==> src/rtl/popcnt_accum.sv <==
// Burst accumulator for 6-bit popcount results with saturating total and valid/ready result handshake.
// Optional per-burst maximum tracking (max_out/max_idx) is enabled by defining POPACC_MAXTRACK_EN.
module popcnt_accum #(
  parameter int CNT_W = 6,
  parameter int ACC_W = 16,
  parameter int LEN_W = 8
) (
  input  logic             clk,
  input  logic             rst_n,
  input  logic             start,
  input  logic [LEN_W-1:0] len,
  input  logic             in_valid,
  output logic             in_ready,
  input  logic [CNT_W-1:0] pc_in,
  output logic             out_valid,
  input  logic             out_ready,
  output logic [ACC_W-1:0] acc_out,
  output logic             sat,
  output logic             busy
`ifdef POPACC_MAXTRACK_EN
  ,
  output logic [CNT_W-1:0] max_out,
  output logic [LEN_W-1:0] max_idx
`endif
);

  typedef enum logic [1:0] {
    IDLE = 2'd0,
    RUN  = 2'd1,
    DONE = 2'd2
  } state_t;

  state_t           state;
  state_t           state_nxt;
  logic [LEN_W-1:0] remaining;
  logic             accept;
  logic             last_beat;
  logic [ACC_W:0]   sum_wide;

  // One guard bit above the accumulator catches every overflow of a single add.
  function automatic logic [ACC_W:0] wide_add(input logic [ACC_W-1:0] a,
                                              input logic [CNT_W-1:0] b);
    return {1'b0, a} + (ACC_W+1)'(b);
  endfunction

  function automatic logic [ACC_W-1:0] sat_clip(input logic [ACC_W:0] s);
    return s[ACC_W] ? {ACC_W{1'b1}} : s[ACC_W-1:0];
  endfunction

  assign in_ready  = (state == RUN);
  assign out_valid = (state == DONE);
  assign busy      = (state != IDLE);
  assign accept    = in_ready & in_valid;
  assign last_beat = (remaining == LEN_W'(1));
  assign sum_wide  = wide_add(acc_out, pc_in);

  always_comb begin
    state_nxt = state;
    case (state)
      IDLE: if (start) state_nxt = (len == '0) ? DONE : RUN;
      RUN:  if (accept && last_beat) state_nxt = DONE;
      DONE: if (out_ready) state_nxt = IDLE;
      default: state_nxt = IDLE;
    endcase
  end

  always_ff @(posedge clk or negedge rst_n) begin
    if (!rst_n) begin
      state     <= IDLE;
      remaining <= '0;
      acc_out   <= '0;
      sat       <= 1'b0;
    end else begin
      state <= state_nxt;
      if (state == IDLE && start) begin
        remaining <= len;
        acc_out   <= '0;
        sat       <= 1'b0;
      end else if (accept) begin
        remaining <= remaining - 1'b1;
        acc_out   <= sat_clip(sum_wide);
        if (sum_wide[ACC_W]) sat <= 1'b1;
      end
    end
  end

`ifdef POPACC_MAXTRACK_EN
  logic [LEN_W-1:0] beat_idx;

  // Strict greater-than keeps the index of the first occurrence of the maximum.
  always_ff @(posedge clk or negedge rst_n) begin
    if (!rst_n) begin
      beat_idx <= '0;
      max_out  <= '0;
      max_idx  <= '0;
    end else if (state == IDLE && start) begin
      beat_idx <= '0;
      max_out  <= '0;
      max_idx  <= '0;
    end else if (accept) begin
      beat_idx <= beat_idx + 1'b1;
      if (pc_in > max_out) begin
        max_out <= pc_in;
        max_idx <= beat_idx;
      end
    end
  end
`endif

endmodule

==> config.mk <==
export PLATFORM = sky130hd
export DESIGN_NAME = popcnt_accum
export DESIGN_NICKNAME = d
export VERILOG_FILES = /design/src/rtl/popcnt_accum.sv
export SDC_FILE = /design/constraint.sdc
export NUM_CORES = 1
export LEC_CHECK = 0
export CAP_MARGIN = 20
export CORE_MARGIN = 2
export CORE_UTILIZATION = 40
export DETAILED_ROUTE_END_ITERATION = 7
export GPL_TIMING_DRIVEN = 0
export PLACE_DENSITY = 0.66
export REMOVE_ABC_BUFFERS = 1
export SYNTH_ARGS = -nofsm -noshare
export SYNTH_HDL_FRONTEND = slang
export SYNTH_SLANG_ARGS = --single-unit
==> constraint.sdc <==
create_clock -name clk -period 6.1 [get_ports clk]
set_clock_uncertainty 0.15 [all_clocks]
set_input_delay 0.61 -clock clk [delete_from_list [all_inputs] [get_ports clk]]
set_output_delay 0.61 -clock clk [all_outputs]
set_load 0.02 [all_outputs]
==> reports/qor.csv, run 1 <==
metric,value,unit
Synth Area in Compound Gates,20.0,%
nets,245,
largest family of logic cells by synthesized area,simple AND/OR/NAND/NOR gates,
die width,68.9,um
gp weighted congestion,0.865,
synth-to-layout area growth,27.5,%
worst setup margin,3.15,ns
critical path's largest stage delay,0.43,ns
Post-Synth Adder-Cell Area,7.12,%
PwrDens,399,nW/um2
Post-Synthesis Cells,180,
Startpoint Class,primary input,
Least-Margin Pin Slew,0.956,ns
post-route design area,2150,um2
fin. max-slew vios,0,
outcome,"complete, no violations",
Final Cycle Share,48.3,%
DPL Wire Length,3100,um
Core Area,4030,um2
vias in the first global route,1448,
post-CTS setup buffer count,0,
simple-gate area share of the yosys netlist,24.8,%
post-synthesis mux area share,1.78,%
number of diodes,0,
WS Path Type,primary input to register,
first-pass GRT wire length,6790,um
DRC viols,0,
layout cells sized above 1,5.09,%
headroom to the max-slew limit,36.0,%
drt first pass iters,4,
"Arr. time, crit path",2.96,ns
initial antenna violation count,0,
Final Setup Violations,0,
RSZ-0062 raised after global routing,false,
crit-path leading delay family,compound AO/OA/AOI/OAI gates,
Clock Root Buffer,clkbuf_8,
Rows,23,
Die Height,68.9,um
mean post-synth cell area,9.37,um2
Total Power,858,uW
Ys Warns,0,
Final min period,2.95,ns
post-synthesis cell type count,45,
largest net degree at the start of global routing,21,
antenna-violating nets left,0,
worst vdd ir,0.181,mV
Synth area leader,dfrtp_1,
WP buf/inv,1,
vias,1537,
Final Hold Slack,0.366,ns
leakage,0.000931,uW
Routed WL,4090,um
Overflow after GRT,0,
hold-fix buffer count after cts,0,
I/O pins,39,
TNS Setup,0,ns
DR WL/cell,15.4,um
worst-path cell chain,clkdlybuf4s50_1 > ha_1 > fa_1 > a21o_1 > a221oi_4 > nand4b_2 > o21a_1 > nor2_1,
Post-DP Area,2110,um2
Post-synth ARST share,100,%
Starting Density,41.9,%
Inserted Clock Buffers,3,
clk slew on worst S/H paths,0.09,ns
Post-synth EDFFs,0,
DIE AREA,4750,um2
Hold WC Path Type,register to register,
total of max-cap violations,0,
Port Buffers,38,
main flop type after synthesis,dfrtp_1,
post-synth top area share,40.1,%
CTS max path bufs,2,
1st-iter DRT viols,58,
Clock Sinks,27,
worst skew pair latency,0.27,ns
CP max stage cell,fa_1,
Crit. End Element,register,
register area share after synthesis,40.1,%
Area contributors post-synth,"dfrtp_1 (40%), ha_1 (5.9%), nand2_1 (4.9%), nor2_1 (3.3%), nand3_1 (3.3%)",
Required @ worst endpoint,6.12,ns
#FFs+latches synth,27,
post-synthesis xor/xnor area fraction,2.60,%
CTS tree,done,
final count of hold timing violations,0,
CTS resizes,0,
highest net fanout along the worst path,15,
Place WS,2.86,ns
H-tree Lvls,1,
Tot GR Track Use,19.1,%
fmax,340,MHz
Netlist Area Pre-Place,1690,um2
Vias per Instance,5.78,
area by class of cell:
type	count	area [um2]
clock buffer	4	45.0
fill	374	1880
inverter	6	22.5
multi-input combinational	140	950
sequential	27	676
tap	50	62.6
timing repair buffer	39	395
flip-flops by register name, indices dropped and copies added (netlist names):
register   flops
acc_out       16
state          2
sat            1
remaining      8
cell usage in the layout (no fill, tap or decap), types with 2 or more instances in the layout:
| cell | synthesis | layout |
|---|---|---|
| clkdlybuf4s50_1 | 0 | 38 |
| dfrtp_1 | 27 | 27 |
| nand2_1 | 22 | 22 |
| nor2_1 | 15 | 15 |
| nand3_1 | 11 | 11 |
| a21oi_1 | 9 | 9 |
| o21ai_0 | 8 | 8 |
| ha_1 | 8 | 8 |
| o211ai_1 | 7 | 7 |
| inv_1 | 6 | 6 |
| a22oi_1 | 6 | 6 |
| and2_1 | 4 | 4 |
| nor3_1 | 4 | 4 |
| o311ai_0 | 4 | 4 |
| xor2_1 | 3 | 3 |
| a21o_1 | 3 | 3 |
| nor3b_1 | 3 | 3 |
| a221o_1 | 3 | 3 |
| mux2i_1 | 3 | 3 |
| clkbuf_8 | 0 | 3 |
| or3_4 | 2 | 2 |
| nor4_1 | 2 | 2 |
| xnor2_1 | 2 | 2 |
| a31oi_1 | 2 | 2 |
Yosys cell counts (2+ instances only):
master and n:
nand2_1 22, mux2i_1 3, ha_1 8, xnor2_1 2
or3_4 2, nor2_1 15, a22oi_1 6, a31oi_1 2
dfrtp_1 27, nor3_1 4, o21ai_0 8, a21o_1 3
inv_1 6, buf_2 3, o211ai_1 7, nor4_1 2
nand3_1 11, xor2_1 3, nor3b_1 3, a21oi_1 9
and2_1 4, clkbuf_1 2, o311ai_0 4, a221o_1 3
through the flow:
step | std cells | util (%)
after floorplan | 173 | -
after global placement | 261 | 51.9
final | 266 | 53.4
after global routing | 266 | 53.4
after CTS | 266 | 53.4
after detailed placement | 262 | 52.3
metal layers:
layer	vias to the layer above	global-route usage, %	wire length (um)
met4	0	5.88	55
li1	736	-	-
met3	6	1.95	160
met1	756	23.9	1760
met2	39	34.4	2110
met5	-	0	0
report_power, final:
part	switching (uW)	internal [uW]	total, uW
logic	249	212	461
registers	60.9	237	298
clock network	52.5	46.7	99.2
cells by family (layout without fill, tap and decap cells):
| group | after synthesis | in the layout |
|---|---|---|
| multiplexers | 3 | 3 |
| flip-flops | 27 | 27 |
| adder cells (fa/ha/maj) | 9 | 9 |
| buffers and inverters | 13 | 49 |
| XOR/XNOR | 5 | 5 |
| AO/OA/AOI/OAI | 47 | 47 |
| AND/OR/NAND/NOR | 76 | 76 |
final timing paths:
check | slack [ns] | start | end | cells after the start
hold reg to reg | 0.37 | state[1]$_DFFE_PN0P_ | state[1]$_DFFE_PN0P_ | 1
max in group asynchronous | 4.86 | rst_n | acc_out[1]$_DFFE_PN0P_ | 2
hold / removal | 0.37 | state[1]$_DFFE_PN0P_ | state[1]$_DFFE_PN0P_ | 1
setup reg to reg | 3.51 | acc_out[0]$_DFFE_PN0P_ | acc_out[10]$_DFFE_PN0P_ | 7
min in group asynchronous | 0.47 | rst_n | acc_out[15]$_DFFE_PN0P_ | 1
setup / recovery | 3.15 | pc_in[0] | acc_out[10]$_DFFE_PN0P_ | 8
Note: power is estimated with default switching activity, not from simulation.
==> run 2: changes to the inputs <==
clock period = 3 ns   (was 6.1 ns; I/O delays follow)
==> results of run 2 <==
Same layout as run 1 (identical final DEF). Status: complete, no violations.
Among the figures that moved: setup slack after placement 2.86 ns -> 0.0742 ns; setup slack after layout 3.15 ns -> 0.365 ns; hold slack 0.366 ns -> 0.163 ns; register-to-register setup slack 3.51 ns -> 0.41 ns; total power 858 uW -> 1740 uW; worst IR drop on VDD 0.181 mV -> 0.367 mV
